### src/rtl/stq_drain_controller_if.sv
// stq_drain_controller_if: lsu_pkg widths plus the head/memory/completion bundle of the store drain controller.
// master is the controller side, slave is the store queue / memory side.
package lsu_pkg;
    parameter int XLEN = 32;
    parameter int ROB_TAG_WIDTH = 6;
endpackage

interface stq_drain_if #(
    parameter int XLEN = lsu_pkg::XLEN,
    parameter int ROB_TAG_WIDTH = lsu_pkg::ROB_TAG_WIDTH
);
    logic                     head_valid;
    logic                     head_committed;
    logic                     head_address_valid;
    logic                     head_data_valid;
    logic [XLEN-1:0]          head_address;
    logic [XLEN-1:0]          head_data;
    logic [ROB_TAG_WIDTH-1:0] head_rob_tag;
    logic                     drain_stall;
    logic                     mem_req_valid;
    logic                     mem_req_ready;
    logic [XLEN-1:0]          mem_req_addr;
    logic [XLEN-1:0]          mem_req_data;
    logic                     mem_resp_valid;
    logic                     mem_resp_error;
    logic                     store_succeeded;
    logic [ROB_TAG_WIDTH-1:0] store_succeeded_rob_tag;
    logic                     stq_pop;
    logic                     drain_busy;

    modport master (
        input  head_valid, head_committed, head_address_valid, head_data_valid,
               head_address, head_data, head_rob_tag, drain_stall,
               mem_req_ready, mem_resp_valid, mem_resp_error,
        output mem_req_valid, mem_req_addr, mem_req_data,
               store_succeeded, store_succeeded_rob_tag, stq_pop, drain_busy
    );

    modport slave (
        output head_valid, head_committed, head_address_valid, head_data_valid,
               head_address, head_data, head_rob_tag, drain_stall,
               mem_req_ready, mem_resp_valid, mem_resp_error,
        input  mem_req_valid, mem_req_addr, mem_req_data,
               store_succeeded, store_succeeded_rob_tag, stq_pop, drain_busy
    );
endinterface

### src/rtl/stq_drain_controller.sv
// stq_drain_controller: drains the committed store-queue head to memory, reissuing on error.
// STQ_DRAIN_PERF_COUNTER_EN adds drained_count/retry_count outputs.
module stq_drain_controller (
    input  logic        clk,
    input  logic        reset,
    stq_drain_if.master bus
`ifdef STQ_DRAIN_PERF_COUNTER_EN
    ,
    output logic [31:0] drained_count,
    output logic [31:0] retry_count
`endif
);
    typedef enum logic [1:0] {IDLE, REQ, WAIT_RESP, RETIRE} state_t;

    state_t state, next_state;
    logic [lsu_pkg::XLEN-1:0]          addr_q, data_q;
    logic [lsu_pkg::ROB_TAG_WIDTH-1:0] tag_q;
    logic eligible, resp_ok, resp_err;

    assign eligible = bus.head_valid && bus.head_committed && bus.head_address_valid &&
                      bus.head_data_valid && !bus.drain_stall;
    assign resp_ok  = state == WAIT_RESP && bus.mem_resp_valid && !bus.mem_resp_error;
    assign resp_err = state == WAIT_RESP && bus.mem_resp_valid && bus.mem_resp_error;

    always_ff @(posedge clk or posedge reset) begin
        if (reset) state <= IDLE;
        else state <= next_state;
    end

    always_comb begin
        next_state = state;
        case (state)
            IDLE:      next_state = eligible ? REQ : IDLE;
            REQ:       next_state = bus.mem_req_ready ? WAIT_RESP : REQ;
            WAIT_RESP: next_state = resp_ok ? RETIRE : resp_err ? REQ : WAIT_RESP;
            RETIRE:    next_state = IDLE;
            default:   next_state = IDLE;
        endcase
    end

    // The request is captured once per drain so later head changes cannot disturb it.
    always_ff @(posedge clk or posedge reset) begin
        if (reset) begin
            addr_q <= '0;
            data_q <= '0;
            tag_q  <= '0;
        end else if (state == IDLE && eligible) begin
            addr_q <= bus.head_address;
            data_q <= bus.head_data;
            tag_q  <= bus.head_rob_tag;
        end
    end

    assign bus.mem_req_valid           = state == REQ;
    assign bus.mem_req_addr            = addr_q;
    assign bus.mem_req_data            = data_q;
    assign bus.store_succeeded         = state == RETIRE;
    assign bus.store_succeeded_rob_tag = state == RETIRE ? tag_q : '0;
    assign bus.stq_pop                 = state == RETIRE;
    assign bus.drain_busy              = state != IDLE;

`ifdef STQ_DRAIN_PERF_COUNTER_EN
    always_ff @(posedge clk or posedge reset) begin
        if (reset) begin
            drained_count <= '0;
            retry_count   <= '0;
        end else begin
            if (state == RETIRE) drained_count <= drained_count + 32'd1;
            if (resp_err) retry_count <= retry_count + 32'd1;
        end
    end
`endif
endmodule

### src/flat_wrapper.sv
// flat-port wrapper written by rule: the top's interface ports become plain ports
module stq_drain_controller_flat 
  (clk, reset, bus_head_valid, bus_head_committed, bus_head_address_valid, bus_head_data_valid, bus_head_address, bus_head_data, bus_head_rob_tag, bus_drain_stall, bus_mem_req_ready, bus_mem_resp_valid, bus_mem_resp_error, bus_mem_req_valid, bus_mem_req_addr, bus_mem_req_data, bus_store_succeeded, bus_store_succeeded_rob_tag, bus_stq_pop, bus_drain_busy);
  stq_drain_if bus_i ();
  input  logic clk;
  input  logic reset;
  input wire logic [$bits(bus_i.head_valid)-1:0] bus_head_valid;
  input wire logic [$bits(bus_i.head_committed)-1:0] bus_head_committed;
  input wire logic [$bits(bus_i.head_address_valid)-1:0] bus_head_address_valid;
  input wire logic [$bits(bus_i.head_data_valid)-1:0] bus_head_data_valid;
  input wire logic [$bits(bus_i.head_address)-1:0] bus_head_address;
  input wire logic [$bits(bus_i.head_data)-1:0] bus_head_data;
  input wire logic [$bits(bus_i.head_rob_tag)-1:0] bus_head_rob_tag;
  input wire logic [$bits(bus_i.drain_stall)-1:0] bus_drain_stall;
  input wire logic [$bits(bus_i.mem_req_ready)-1:0] bus_mem_req_ready;
  input wire logic [$bits(bus_i.mem_resp_valid)-1:0] bus_mem_resp_valid;
  input wire logic [$bits(bus_i.mem_resp_error)-1:0] bus_mem_resp_error;
  output wire logic [$bits(bus_i.mem_req_valid)-1:0] bus_mem_req_valid;
  output wire logic [$bits(bus_i.mem_req_addr)-1:0] bus_mem_req_addr;
  output wire logic [$bits(bus_i.mem_req_data)-1:0] bus_mem_req_data;
  output wire logic [$bits(bus_i.store_succeeded)-1:0] bus_store_succeeded;
  output wire logic [$bits(bus_i.store_succeeded_rob_tag)-1:0] bus_store_succeeded_rob_tag;
  output wire logic [$bits(bus_i.stq_pop)-1:0] bus_stq_pop;
  output wire logic [$bits(bus_i.drain_busy)-1:0] bus_drain_busy;
  assign bus_i.head_valid = bus_head_valid;
  assign bus_i.head_committed = bus_head_committed;
  assign bus_i.head_address_valid = bus_head_address_valid;
  assign bus_i.head_data_valid = bus_head_data_valid;
  assign bus_i.head_address = bus_head_address;
  assign bus_i.head_data = bus_head_data;
  assign bus_i.head_rob_tag = bus_head_rob_tag;
  assign bus_i.drain_stall = bus_drain_stall;
  assign bus_i.mem_req_ready = bus_mem_req_ready;
  assign bus_i.mem_resp_valid = bus_mem_resp_valid;
  assign bus_i.mem_resp_error = bus_mem_resp_error;
  assign bus_mem_req_valid = bus_i.mem_req_valid;
  assign bus_mem_req_addr = bus_i.mem_req_addr;
  assign bus_mem_req_data = bus_i.mem_req_data;
  assign bus_store_succeeded = bus_i.store_succeeded;
  assign bus_store_succeeded_rob_tag = bus_i.store_succeeded_rob_tag;
  assign bus_stq_pop = bus_i.stq_pop;
  assign bus_drain_busy = bus_i.drain_busy;
  stq_drain_controller u_core (.clk(clk), .reset(reset), .bus(bus_i));
endmodule
### config.mk
export PLATFORM = sky130hd
export DESIGN_NAME = stq_drain_controller_flat
export DESIGN_NICKNAME = d
export VERILOG_FILES = /design/src/rtl/stq_drain_controller_if.sv /design/src/rtl/stq_drain_controller.sv /design/src/flat_wrapper.sv
export SDC_FILE = /design/constraint.sdc
export NUM_CORES = 1
export LEC_CHECK = 0
export CORE_MARGIN = 3
export CORE_UTILIZATION = 38
export CTS_CLUSTER_DIAMETER = 50
export DETAILED_ROUTE_END_ITERATION = 12
export PLACE_DENSITY_LB_ADDON = 0.15
export SLEW_MARGIN = 20
export SYNTH_ARGS = -nofsm -noshare
export SYNTH_HDL_FRONTEND = slang
export SYNTH_SLANG_ARGS = --single-unit
export TNS_END_PERCENT = 100
### constraint.sdc
create_clock -name clk -period 2.5 [get_ports clk]
set_input_delay 0.25 -clock clk [delete_from_list [all_inputs] [get_ports clk]]
set_output_delay 0.25 -clock clk [all_outputs]
set_load 0.005 [all_outputs]
==> flow_summary.json, run 1 <==
{
  "antenna-diode-count": 0,
  "r2r_slack_ns": 0.66,
  "cp-end-kind": "output pin",
  "rsz0062_at_grt": "no",
  "synth.area.mux_share_pct": 28.3,
  "syn_area_per_cell_um2": 16.7,
  "final_nets": 405,
  "die_w_um": 91.6,
  "drc": 0,
  "rr_startpoint": "u_core.state[1]",
  "synth_top_family_by_area": "multiplexers",
  "yosys.area_share.simple_pct": 3.28,
  "vias": 1937,
  "layout_common_cells": "clkdlybuf4s50_1, dfrtp_1, mux2_2",
  "worstMarginPinSlew_ns": 0.375,
  "synth-compound-area-share_pct": 0.674,
  "slowest_stage": "clkdlybuf4s50_1",
  "path_buf_inv": 1,
  "synth-adder-area-share_pct": 0,
  "ys_warn_count": 0,
  "synthFlopType": "dfrtp_1",
  "vias_per_cell": 4.56,
  "io_buffers": 153,
  "first_pass_iters": 4,
  "ys_seq_area_share_pct": 64.7,
  "hold_path.class": "input port to asynchronous set/reset pin",
  "final_common_cell": "clkdlybuf4s50_1",
  "period_minus_slack_ns": 1.87,
  "leakagePower_uw": 0.00194,
  "synth_area_um2": 2790,
  "hold_violations": 0,
  "track_usage_pct": 16.0,
  "r2r_end": "u_core.bus.mem_req_addr[7]",
  "cp.depth": 2,
  "async_reset_ff_share_pct": 100,
  "relSlewSlack_pct": 75.0,
  "dp_slack_ns": 0.575,
  "power_frac_comb_pct": 40.9,
  "fmax_mhz": 534,
  "min_period_over_period_pct": 75.0,
  "vdd_drop_max_mv": 0.554,
  "core_region_area_um2": 6940,
  "grt-ovfl-total": 0,
  "routed_wl_um": 6530,
  "path_class": "register to output pin",
  "cts_tree": "done",
  "post_cts_resized": 0,
  "maxSlewViolCount": 0,
  "layout-drive-gt1-share_pct": 24.9,
  "fin_ws_ns": 0.626,
  "clockPowerShare_pct": 15.8,
  "setup_viol": 0,
  "syn_inst": 167,
  "critPathLaunch": "u_core.state[0]",
  "switching_share_pct": 25.4,
  "antenna_found_initial": 0,
  "grt_max_degree": 73,
  "io_pins": 154,
  "synthXorXnorAreaFrac_pct": 0,
  "wl_per_cell_um": 15.4,
  "cts_setup_buffers": 0,
  "clock_path_buffers": 2,
  "syn-num-nets": 247,
  "setup_tns_ns": 0,
  "synth_cell_types": 15,
  "syn2layout_area_growth_pct": 63.4,
  "dpl.hpwl_um": 4730,
  "startpoint_type": "register",
  "p_int_uw": 3500,
  "cts_sinks": 72,
  "clock-root-buffer": "clkbuf_8",
  "fillCellCount": 554,
  "crit_required_ns": 2.25,
  "numCtsBuffers": 9,
  "worstRegToRegCells": 4,
  "path_cells": "nor2b_1 -> clkdlybuf4s50_1",
  "crit_family": "buffers and inverters",
  "crit_arrival_ns": 1.62,
  "rows": 30,
  "clkSlewWorstSetupHoldPaths_ns": 0.07,
  "h-tree-depth": 3,
  "drv_cap": 0,
  "ys_ff_latch": 72,
  "skew_ns": 0.00885,
  "grt_pass1_vias": 2050,
  "seq_power_share_pct": 43.3,
  "synth_edf_count": 0,
  "die_y_um": 91.6,
  "ctsHoldBuffers": 0,
  "grt_pass1_wl_um": 10500,
  "cp-endpoint": "bus_mem_req_valid",
  "die_area_um2": 8400,
  "ant_nets": 0,
  "cp_max_fo": 10,
  "max_stage_delay_ns": 0.56,
  "clk_latency_ns": 0.33,
  "holdWs_ns": 0.329,
  "place_congestion": 0.749,
  "drtIter0Drc": 66,
  "status": "finished clean",
  "p_switching_uw": 1190,
  "p_per_area_nw_per_um2": 1030,
  "initial_utilization_pct": 40.1
}
## worst register-to-register path, stage by stage, from the launching register on
cell and delay, ns:
dfrtp_1 0.47, or2_4 0.30, nor3_4 0.19, buf_12 0.35, mux2_2 0.43
## state kept, by name (all words and copies together) (netlist names)
name,cells
u_core.bus.mem_req_addr,32
u_core.bus.mem_req_data,32
u_core.state,2
u_core.tag_q,6
## routing by layer
| metal | part of all wire [%] | vias up | wire, µm | track usage (%) |
|---|---|---|---|---|
| li1 | - | 910 | - | - |
| met1 | 39 | 938 | 2530 | 18.0 |
| met2 | 50 | 83 | 3290 | 26.6 |
| met3 | 9.8 | 6 | 638 | 7.79 |
| met4 | 0.92 | 0 | 60 | 4.90 |
| met5 | 0 | - | 0 | 0 |
## Yosys cell counts (2+ instances only)
| cell type | instances | area, µm² |
|---|---|---|
| inv_1 | 2 | 7.51 |
| mux2_2 | 64 | 721 |
| buf_4 | 3 | 22.5 |
| buf_6 | 5 | 56.3 |
| dfrtp_1 | 72 | 1800 |
| mux2_1 | 6 | 67.6 |
| nor2b_1 | 2 | 12.5 |
| and3_1 | 6 | 37.5 |
## through the flow
step                      cells  utilization, %  instance area [µm²]  total power (µW)
after floorplan             167               -                 2790              2640
after global placement      410            63.4                 4400              3940
after detailed placement    410            63.4                 4400              4010
after CTS                   425            65.6                 4550              4780
after global routing        425            65.6                 4550              5000
final                       425            65.6                 4550              4690
## how the worst min path moves through the flow
stage / from / endpoint / slack (ns) / cells past startpoint
after detailed placement: u_core.bus.mem_req_addr[17] / u_core.bus.mem_req_addr[17] / 0.47 / 1
after global routing: reset / u_core.bus.mem_req_data[16] / 0.35 / 3
after floorplan: bus_head_address[12] / u_core.bus.mem_req_addr[12] / 0.38 / 1
after CTS: reset / u_core.bus.mem_req_data[12] / 0.33 / 3
after global placement: u_core.bus.mem_req_addr[12] / u_core.bus.mem_req_addr[12] / 0.47 / 1
final: reset / u_core.bus.mem_req_data[17] / 0.33 / 3
## area by class of cell
type | instances | area [µm²] | area share (%)
flip-flops and latches | 72 | 1800 | 39.6
multi-input cells | 85 | 898 | 19.7
well taps | 96 | 120 | 2.64
clock inverters | 4 | 22.5 | 0.495
repair buffers | 155 | 1570 | 34.5
inverters | 2 | 7.51 | 0.165
clock buffers | 11 | 131 | 2.89
## cells by family after synthesis
| group | count (synthesis) |
|---|---|
| compound gates | 2 |
| buf+inv | 10 |
| flops | 72 |
| mux | 70 |
| simple gates | 13 |
## power groups by stage
stage	Clock, µW	Combinational, µW	Sequential, µW
2_1_floorplan	0	576	2070
5_1_grt	822	2060	2130
6_report	741	1920	2030
4_1_cts	775	1960	2040
3_3_place_gp	0	1910	2030
3_5_place_dp	0	1950	2060
No activity file was read; power rests on OpenSTA's default activity.
==> run 2, diff against run 1 <==
--- a/config.mk
+++ b/config.mk
@@ -6,7 +6,7 @@
 export NUM_CORES = 1
 export LEC_CHECK = 0
 export CORE_MARGIN = 3
-export CORE_UTILIZATION = 38
+export CORE_UTILIZATION = 35
 export CTS_CLUSTER_DIAMETER = 50
 export DETAILED_ROUTE_END_ITERATION = 12
 export PLACE_DENSITY_LB_ADDON = 0.15
==> constraint.sdc (replaced) <==
create_clock -name clk -period 1.6 [get_ports clk]
set_input_delay 0.16 -clock clk [delete_from_list [all_inputs] [get_ports clk]]
set_output_delay 0.16 -clock clk [all_outputs]
set_load 0.005 [all_outputs]
==> flow_summary.json, run 2 (same netlist as run 1, synthesis figures left out) <==
{
  "holdWs_ns": 0.222,
  "rsz0062_at_grt": "yes",
  "first_pass_iters": 3,
  "initial_utilization_pct": 37.2,
  "ant_nets": 0,
  "ctsHoldBuffers": 0,
  "place_congestion": 0.682,
  "h-tree-depth": 3,
  "final_nets": 424,
  "period_minus_slack_ns": 1.65,
  "syn2layout_area_growth_pct": 87.6,
  "die_w_um": 95.2,
  "layout_common_cells": "clkdlybuf4s50_1, dfrtp_1, mux2_4",
  "startpoint_type": "register",
  "status": "finished with violations",
  "vias_per_cell": 4.60,
  "seqCellArea_um2": 1800,
  "fillCellCount": 503,
  "worstMarginPinSlew_ns": 0.322,
  "maxSlewViolCount": 0,
  "p_per_area_nw_per_um2": 1620,
  "routed_wl_um": 7870,
  "crit_required_ns": 1.82,
  "skew_ns": 0.0101,
  "grt_pass1_wl_um": 11300,
  "numCtsBuffers": 9,
  "track_usage_pct": 16.6,
  "io_pins": 154,
  "vdd_drop_max_mv": 0.883,
  "dp.cells": 418,
  "wl_per_cell_um": 17.6,
  "rows": 31,
  "drtIter0Drc": 56,
  "final_common_cell": "clkdlybuf4s50_1",
  "worstRegToRegCells": 5,
  "io_buffers": 153,
  "die_y_um": 95.2,
  "leakagePower_uw": 0.00241,
  "final_cells": 448,
  "violations": "setup timing",
  "setup_viol": 64,
  "cts_sinks": 72,
  "grt_pass1_vias": 2152,
  "relSlewSlack_pct": 78.5,
  "r2r_slack_ns": -0.05,
  "r2r_end": "u_core.bus.mem_req_addr[14]",
  "layout-drive-gt1-share_pct": 32.1,
  "dpl.hpwl_um": 4970,
  "cp_max_fo": 6,
  "clock_path_buffers": 2,
  "cts_tree": "done",
  "clkSlewWorstSetupHoldPaths_ns": 0.08,
  "die_area_um2": 9070,
  "rr_startpoint": "u_core.state[1]",
  "antenna-diode-count": 0,
  "min_period_over_period_pct": 103,
  "hold_path.class": "input port to asynchronous set/reset pin",
  "fmax_mhz": 605,
  "drv_cap": 0,
  "grt_max_degree": 47,
  "multi_input_area_um2": 1160,
  "clk_latency_ns": 0.34,
  "hold_violations": 0,
  "critPathLaunch": "u_core.state[1]",
  "fin_util_pct": 69.8,
  "clock-root-buffer": "clkbuf_8",
  "antenna_found_initial": 0,
  "fin_ws_ns": -0.0535,
  "drc": 0,
  "vias": 2062,
  "crit_arrival_ns": 1.88,
  "path_class": "register to register",
  "dp_slack_ns": -0.198,
  "cp-end-kind": "register",
  "core_region_area_um2": 7490,
  "grt-ovfl-total": 0
}
run 2: routing by layer:
layer  global-route usage (%)  up-vias  share of wire, %  routed length [µm]
met5                        0        -                 0                   0
met4                     5.41        0              0.94                  74
met3                     6.95        6               9.4                 742
met2                     25.1       95                45                3550
met1                     21.7     1011                45                3510
li1                         -      950                 -                   -
run 2: area by class of cell:
type / instances / area share, %
Clock buffer: 9 / 2.37
Clock inverter: 7 / 1.84
Tap cell: 99 / 2.37
Inverter: 2 / 0.215
Sequential cell: 72 / 34.5
Multi-Input combinational cell: 85 / 22.3
Timing Repair Buffer: 174 / 36.5
run 2: how the worst max path moves through the flow:
stage	slack [ns]	to	depth (start not counted)
6_report	-0.05	u_core.bus.mem_req_addr[14]	5
5_1_grt	-0.13	u_core.bus.mem_req_addr[0]	5
4_1_cts	-0.08	bus_store_succeeded	3
3_5_place_dp	-0.20	u_core.bus.mem_req_addr[6]	5
3_3_place_gp	-0.17	u_core.bus.mem_req_data[6]	5
2_1_floorplan	-0.13	u_core.bus.mem_req_data[0]	4
run 2: stage by stage:
step / instance area, µm² / power, µW / setup TNS (ns)
4_1_cts: 5010 / 8390 / -2.77
3_5_place_dp: 4640 / 6710 / -12.69
6_report: 5230 / 8490 / -1.55
3_3_place_gp: 4640 / 6660 / -10.93
2_1_floorplan: 2970 / 4510 / -6.75
5_1_grt: 5230 / 8990 / -6.66
run 2: power breakdown:
group          leakage, µW  switching (µW)  internal [µW]
logic              0.00140             886           2790
clock network     0.000113             707            880
registers         0.000896             516           2710
total              0.00241            2110           6380
run 2: what timing repair did:
item | CTS | global route
buffers inserted | 2 | 2
gates cloned | 4 | 6
endpoints found under the setup margin | 80 | 76
gates resized for setup | 18 | 26
pin swaps | 0 | 1
run 2: worst max-delay path, stage by stage (launching register included):
cell and delay (ns):
dfrtp_1 0.40, or2_4 0.28, nor3_4 0.17, buf_6 0.22, clkbuf_16 0.18, mux2_4 0.29
==> variant 1, RTL diff (flow settings as in run 1) <==
`XLEN`: 32 -> 64.
--- a/src/rtl/stq_drain_controller_if.sv
+++ b/src/rtl/stq_drain_controller_if.sv
@@ -1,7 +1,7 @@
 // stq_drain_controller_if: lsu_pkg widths plus the head/memory/completion bundle of the store drain controller.
 // master is the controller side, slave is the store queue / memory side.
 package lsu_pkg;
-    parameter int XLEN = 32;
+    parameter int XLEN = 64;
     parameter int ROB_TAG_WIDTH = 6;
 endpackage
 
Ports: changed (resized bus_head_address, bus_head_data, bus_mem_req_addr and bus_mem_req_data); port bits go from 154 to 282. The function was not compared with the original's and may differ.
==> variant 1 against run 1 <==
Cell area up 92%. Area after synthesis is 84% higher. Sequential power grew 89%. Sequential cell count is 64 higher. First-iteration DRC count rose by 130%. Critical path depth increased by 3. Clock skew down 0.0032 ns. Total power is 110% higher. Synthesized cell count grew 81%. Largest cell class unchanged. Routed wire length grew 110%. Setup slack got worse by 0.18 ns.
==> variant 1: results (changes against run 1) <==
Run status
  – Run status: finished clean

Synth
  – Commonest cells in the synthesized netlist: sky130_fd_sc_hd__dfrtp_1, sky130_fd_sc_hd__mux2_2, sky130_fd_sc_hd__mux2_1
  – Proportion of synthesized area in mux cells: 0.2940 (+0.01111)
  – Number of cells produced by synthesis: 302 (+81%)
  – Number of unique standard cell types used by synthesis: 16 (+1)
  – Portion of the post-synthesis area used by sequential elements: 0.6631 (+0.01648)
  – Nets in the synthesized netlist: 446 (+81%)

Place
  – Area after DPL: 0.008174 mm^2 (+86%)
  – Placed cell count: 747 (+82%)
  – Count of input and output buffers: 281 (+84%)
  – Post-detailed-placement half-perimeter wirelength: 10.59 mm (+120%)

Finish
  – Layout multi-input combinational cell count: 149 (+75%)
  – Layout clock buffers: 26 (+15)
  – Proportion of cell area occupied by multi-input gates: 0.1853 (-0.01199)
  – Share of layout cells above drive strength 1: 0.1970 (-0.05222)
  – Fillcell total: 936 (+69%)
  – FF+latch area: 0.003403 mm^2 (+89%)
  – Portion of the layout cell area used by clock cells: 0.06297 (+0.02917)
  – Count of plain and timing-repair buffers: 288 (+86%)

Power
  – Static leakage: 3.737 nW (+93%)

Clocking
  – Clock-pin slew on the worst setup and hold paths: 0.05 ns (-0.02 ns)
  – Cell chosen for the clock root: sky130_fd_sc_hd__clkbuf_16
  – Number of clock sinks seen by CTS: 136 (+89%)
  – CTS buffer count: 17 (+8)
  – Skew-Pair Late Insertion Delay: 0.41 ns (+0.08 ns)
  – CTS H-Tree Depth: 4 (+1)

Route
  – First-iteration detailed-routing DRC count: 149 (+130%)
  – Post-detailed-route via-to-cell ratio: 4.704 (+3.2%)
  – WL/cell: 18.01 um (+17%)
  – Drt first pass iters: 3 (-1)

Timing
  – Skew final: 0.005654 ns (-0.003192 ns)
  – Max-Slew Margin vs Limit: 0.5370 (-0.2133)

Setup path
  – Worst stage delay on the critical path: 0.47 ns (-0.09 ns)
  – Cell with the largest stage delay on the worst path: sky130_fd_sc_hd__dfrtp_1
  – Biggest fanout along the worst timing path: 34 (+24)
  – Critical path data arrival time: 2.34 ns (+0.72 ns)
  – Cell class contributing the biggest share of worst-path delay: simple AND/OR/NAND/NOR gates

Global routing
  – First-pass GRT wire length: 20.93 mm (+99%)
  – Largest net degree at the start of global routing: 137 (+88%)
  – Vias in the first global route: 3,911 (+91%)
  – Overall track demand over capacity in global routing: 0.1871 (+0.02752)
==> variant 1: worst min-delay path, stage by stage <==
cell	delay, ns
sky130_fd_sc_hd__clkdlybuf4s50_1	0.44
sky130_fd_sc_hd__clkinvlp_4	0.10
sky130_fd_sc_hd__buf_12	0.53
==> variant 1: where the power goes <==
part           switching (mW)  total, mW  internal, mW
Combinational            1.02       3.66          2.63
Clock                   0.838       2.32          1.48
Sequential              0.554       3.84          3.29
Total                    2.42       9.82          7.40
==> variant 1: worst paths after layout <==
kind / start / endpoint / slack, ns / cells past startpoint
setup / recovery: u_core.state[1] / u_core.bus.mem_req_data[51] / 0.45 / 5
hold / removal: reset / u_core.bus.mem_req_data[4] / 0.44 / 3
setup reg to reg: u_core.state[1] / u_core.bus.mem_req_data[51] / 0.45 / 5
hold reg to reg: u_core.bus.mem_req_data[7] / u_core.bus.mem_req_data[7] / 0.48 / 1
max in group asynchronous: reset / u_core.bus.mem_req_addr[3] / 1.58 / 3
min in group clk: bus_head_address[48] / u_core.bus.mem_req_addr[48] / 0.44 / 2
==> variant 1: logic make-up (layout without fill, tap and decap cells) <==
group	count (synthesis)	count (layout)
flip-flops	136	136
AND/OR/NAND/NOR	13	13
AO/OA/AOI/OAI	2	2
multiplexers	134	134
buffers and inverters	17	319
==> variant 1: per-layer routing <==
layer / global-route usage / share of wire / vias to the layer above / wire [um]
met1: 0.2018 / 0.36 / 1790 / 5039
met3: 0.08433 / 0.11 / 27 / 1581
met4: 0.08817 / 0.027 / 0 / 382
li1: - / - / 1647 / -
met2: 0.3143 / 0.50 / 186 / 6973
met5: 0 / 0 / - / 0
==> variant 2, RTL diff (settings of run 1) <==
Without the edit above. Re-encode `state_t` (4 states) as Gray code, 2 bits wide.
--- a/src/rtl/stq_drain_controller.sv
+++ b/src/rtl/stq_drain_controller.sv
@@ -10,7 +10,7 @@
     output logic [31:0] retry_count
 `endif
 );
-    typedef enum logic [1:0] {IDLE, REQ, WAIT_RESP, RETIRE} state_t;
+    typedef enum logic [1:0] {IDLE = 2'b00, REQ = 2'b01, WAIT_RESP = 2'b11, RETIRE = 2'b10} state_t;
 
     state_t state, next_state;
     logic [lsu_pkg::XLEN-1:0]          addr_q, data_q;
Formal check against the unedited RTL: no difference found for any inputs over 10 cycles, from zero or initial values and one cycle with reset high; not proved beyond that.
==> variant 2 against run 1 <==
Area after synthesis hardly changed. Sequential cell count unchanged. Routed wire length fell by 0.29%. Worst hold slack worse by 0.0078 ns. Largest power group unchanged. Critical endpoint is now bus_store_succeeded_rob_tag[1]. Register-to-register slack improved by 0.06 ns. Critical path type unchanged. Cell area increased by 1.3%. Setup slack got worse by 0.22 ns. Total power fell by 0.12%.
==> variant 2: results (changes against run 1) <==
Timing
  – Transition time at the pin with the least slew margin: 0.4222 ns (+0.04767 ns)
  – Skew final: 0.007593 ns (-0.001253 ns)

Clocking
  – Clock-pin slew on the worst setup and hold paths: 0.08 ns
  – # hold bufs at CTS: 0 (unchanged)
  – Skew-Pair Late Insertion Delay: 0.33 ns (about the same)
  – Largest buffer count on any clock path: 2 (unchanged)
  – Post_cts resized: 0 (unchanged)

Power
  – Cell internal power dissipation: 3.560 mW (+1.7%)
  – Largest voltage drop on the vdd net: 0.4971 mV (-10%)
  – Static leakage: 1.962 nW (+1.2%)
  – Share of total power in the clock network: 0.212 (+0.054)
  – Switching share of power: 0.2406 (-0.01367)
  – Seq pwr share: 0.408 (-0.025)

Setup path
  – Worst stage delay on the critical path: 0.50 ns (-0.06 ns)
  – Critical path data arrival time: 1.84 ns (+0.22 ns)
  – Worst r2r path cells: 4 (unchanged)
  – Biggest fanout along the worst timing path: 8 (-2)
  – Cell class contributing the biggest share of worst-path delay: simple AND/OR/NAND/NOR gates

Finish
  – Fillcell total: 526 (-5.1%)
  – Number of nets in the finished design: 406 (+0.25%)
  – Share of layout cells above drive strength 1: 0.2508 (+0.001515)
  – Antenna cell count: 0 (unchanged)

Place
  – Count of input and output buffers: 153 (unchanged)
  – Routability-driven placement congestion ratio: 0.6821 (-8.9%)
  – Post-detailed-placement half-perimeter wirelength: 4.705 mm (-0.54%)
  – Area after DPL: 0.004400 mm^2 (about the same)
  – Placement-stage worst setup slack: 0.5927 ns (+0.01753 ns)

Route
  – First-iteration detailed-routing DRC count: 35 (-47%)
  – Post-detailed-route via-to-cell ratio: 4.553 (-0.11%)
  – Drt first pass iters: 5 (+1)
  – WL/cell: 15.24 um (-0.76%)
  – Number of vias after detailed routing: 1,944 (+0.36%)

Global routing
  – First-pass GRT wire length: 10.08 mm (-4.3%)
  – Overall track demand over capacity in global routing: 0.1549 (-0.004742)
  – Vias in the first global route: 1,987 (-3.1%)
  – Total global routing overflow: 0 (unchanged)
  – Largest net degree at the start of global routing: 73 (unchanged)
  – Number of antenna violations at the first check in global routing: 0 (unchanged)

Synth
  – Number of unique standard cell types used by synthesis: 15 (unchanged)
  – Yosys warning count: 0 (unchanged)
  – Cell types occupying the most area after synthesis: sky130_fd_sc_hd__dfrtp_1, sky130_fd_sc_hd__mux2_2, sky130_fd_sc_hd__buf_6
  – Post-synthesis async set-or-reset flop share: 1.000 (unchanged)
  – Portion of the post-synthesis area used by sequential elements: 0.6463 (about the same)
  – Commonest cells in the synthesized netlist: sky130_fd_sc_hd__dfrtp_1, sky130_fd_sc_hd__mux2_2, sky130_fd_sc_hd__buf_6

Worst hold path
  – Path category of the worst min-delay check: in -> async

Run status
  – Run status: finished clean
-- variant 2: metal layers --
layer,share of wire,vias to the layer above,GRT usage
met3,0.089,9,0.05250
met1,0.40,946,0.1827
li1,-,902,-
met5,0,-,0
met2,0.50,87,0.2562
met4,0.011,0,0.06784
-- variant 2: worst paths after layout --
check                                                 start                        endpoint  slack [ns]
max in group asynchronous                             reset      u_core.bus.mem_req_addr[8]        1.89
worst min register to register  u_core.bus.mem_req_addr[13]     u_core.bus.mem_req_addr[13]        0.48
min in group clk                u_core.bus.mem_req_addr[13]     u_core.bus.mem_req_addr[13]        0.48
worst max-delay path                        u_core.state[1]  bus_store_succeeded_rob_tag[1]        0.41
worst min-delay path                                  reset     u_core.bus.mem_req_addr[26]        0.32
worst max register to register              u_core.state[1]      u_core.bus.mem_req_data[5]        0.72
-- variant 2: tightest hold or removal path: stages --
cell and delay, ns:
sky130_fd_sc_hd__clkdlybuf4s50_1 0.41, sky130_fd_sc_hd__inv_2 0.07, sky130_fd_sc_hd__buf_12 0.33
-- variant 2: cell type report --
| type | instances | area [um^2] | area share |
|---|---|---|---|
| sequential | 72 | 1802 | 0.3905 |
| timing repair buffer | 156 | 1579 | 0.3422 |
| multi-input combinational | 86 | 895.9 | 0.1941 |
| clock buffer | 13 | 148.9 | 0.03227 |
| tap | 96 | 120.1 | 0.02603 |
| clock inverter | 3 | 65.06 | 0.01410 |
| inverter | 1 | 3.754 | 0.0008134 |
-- variant 2: kinds of logic (layout without fill, tap and decap cells) --
family	after synthesis	in the layout	synth area share
muxes	70	70	0.2828
buffers and inverters	9	173	0.03232
AOI/OAI and AO/OA	3	3	0.005836
and+or+nand+nor	13	13	0.03277
DFF	72	72	0.6463
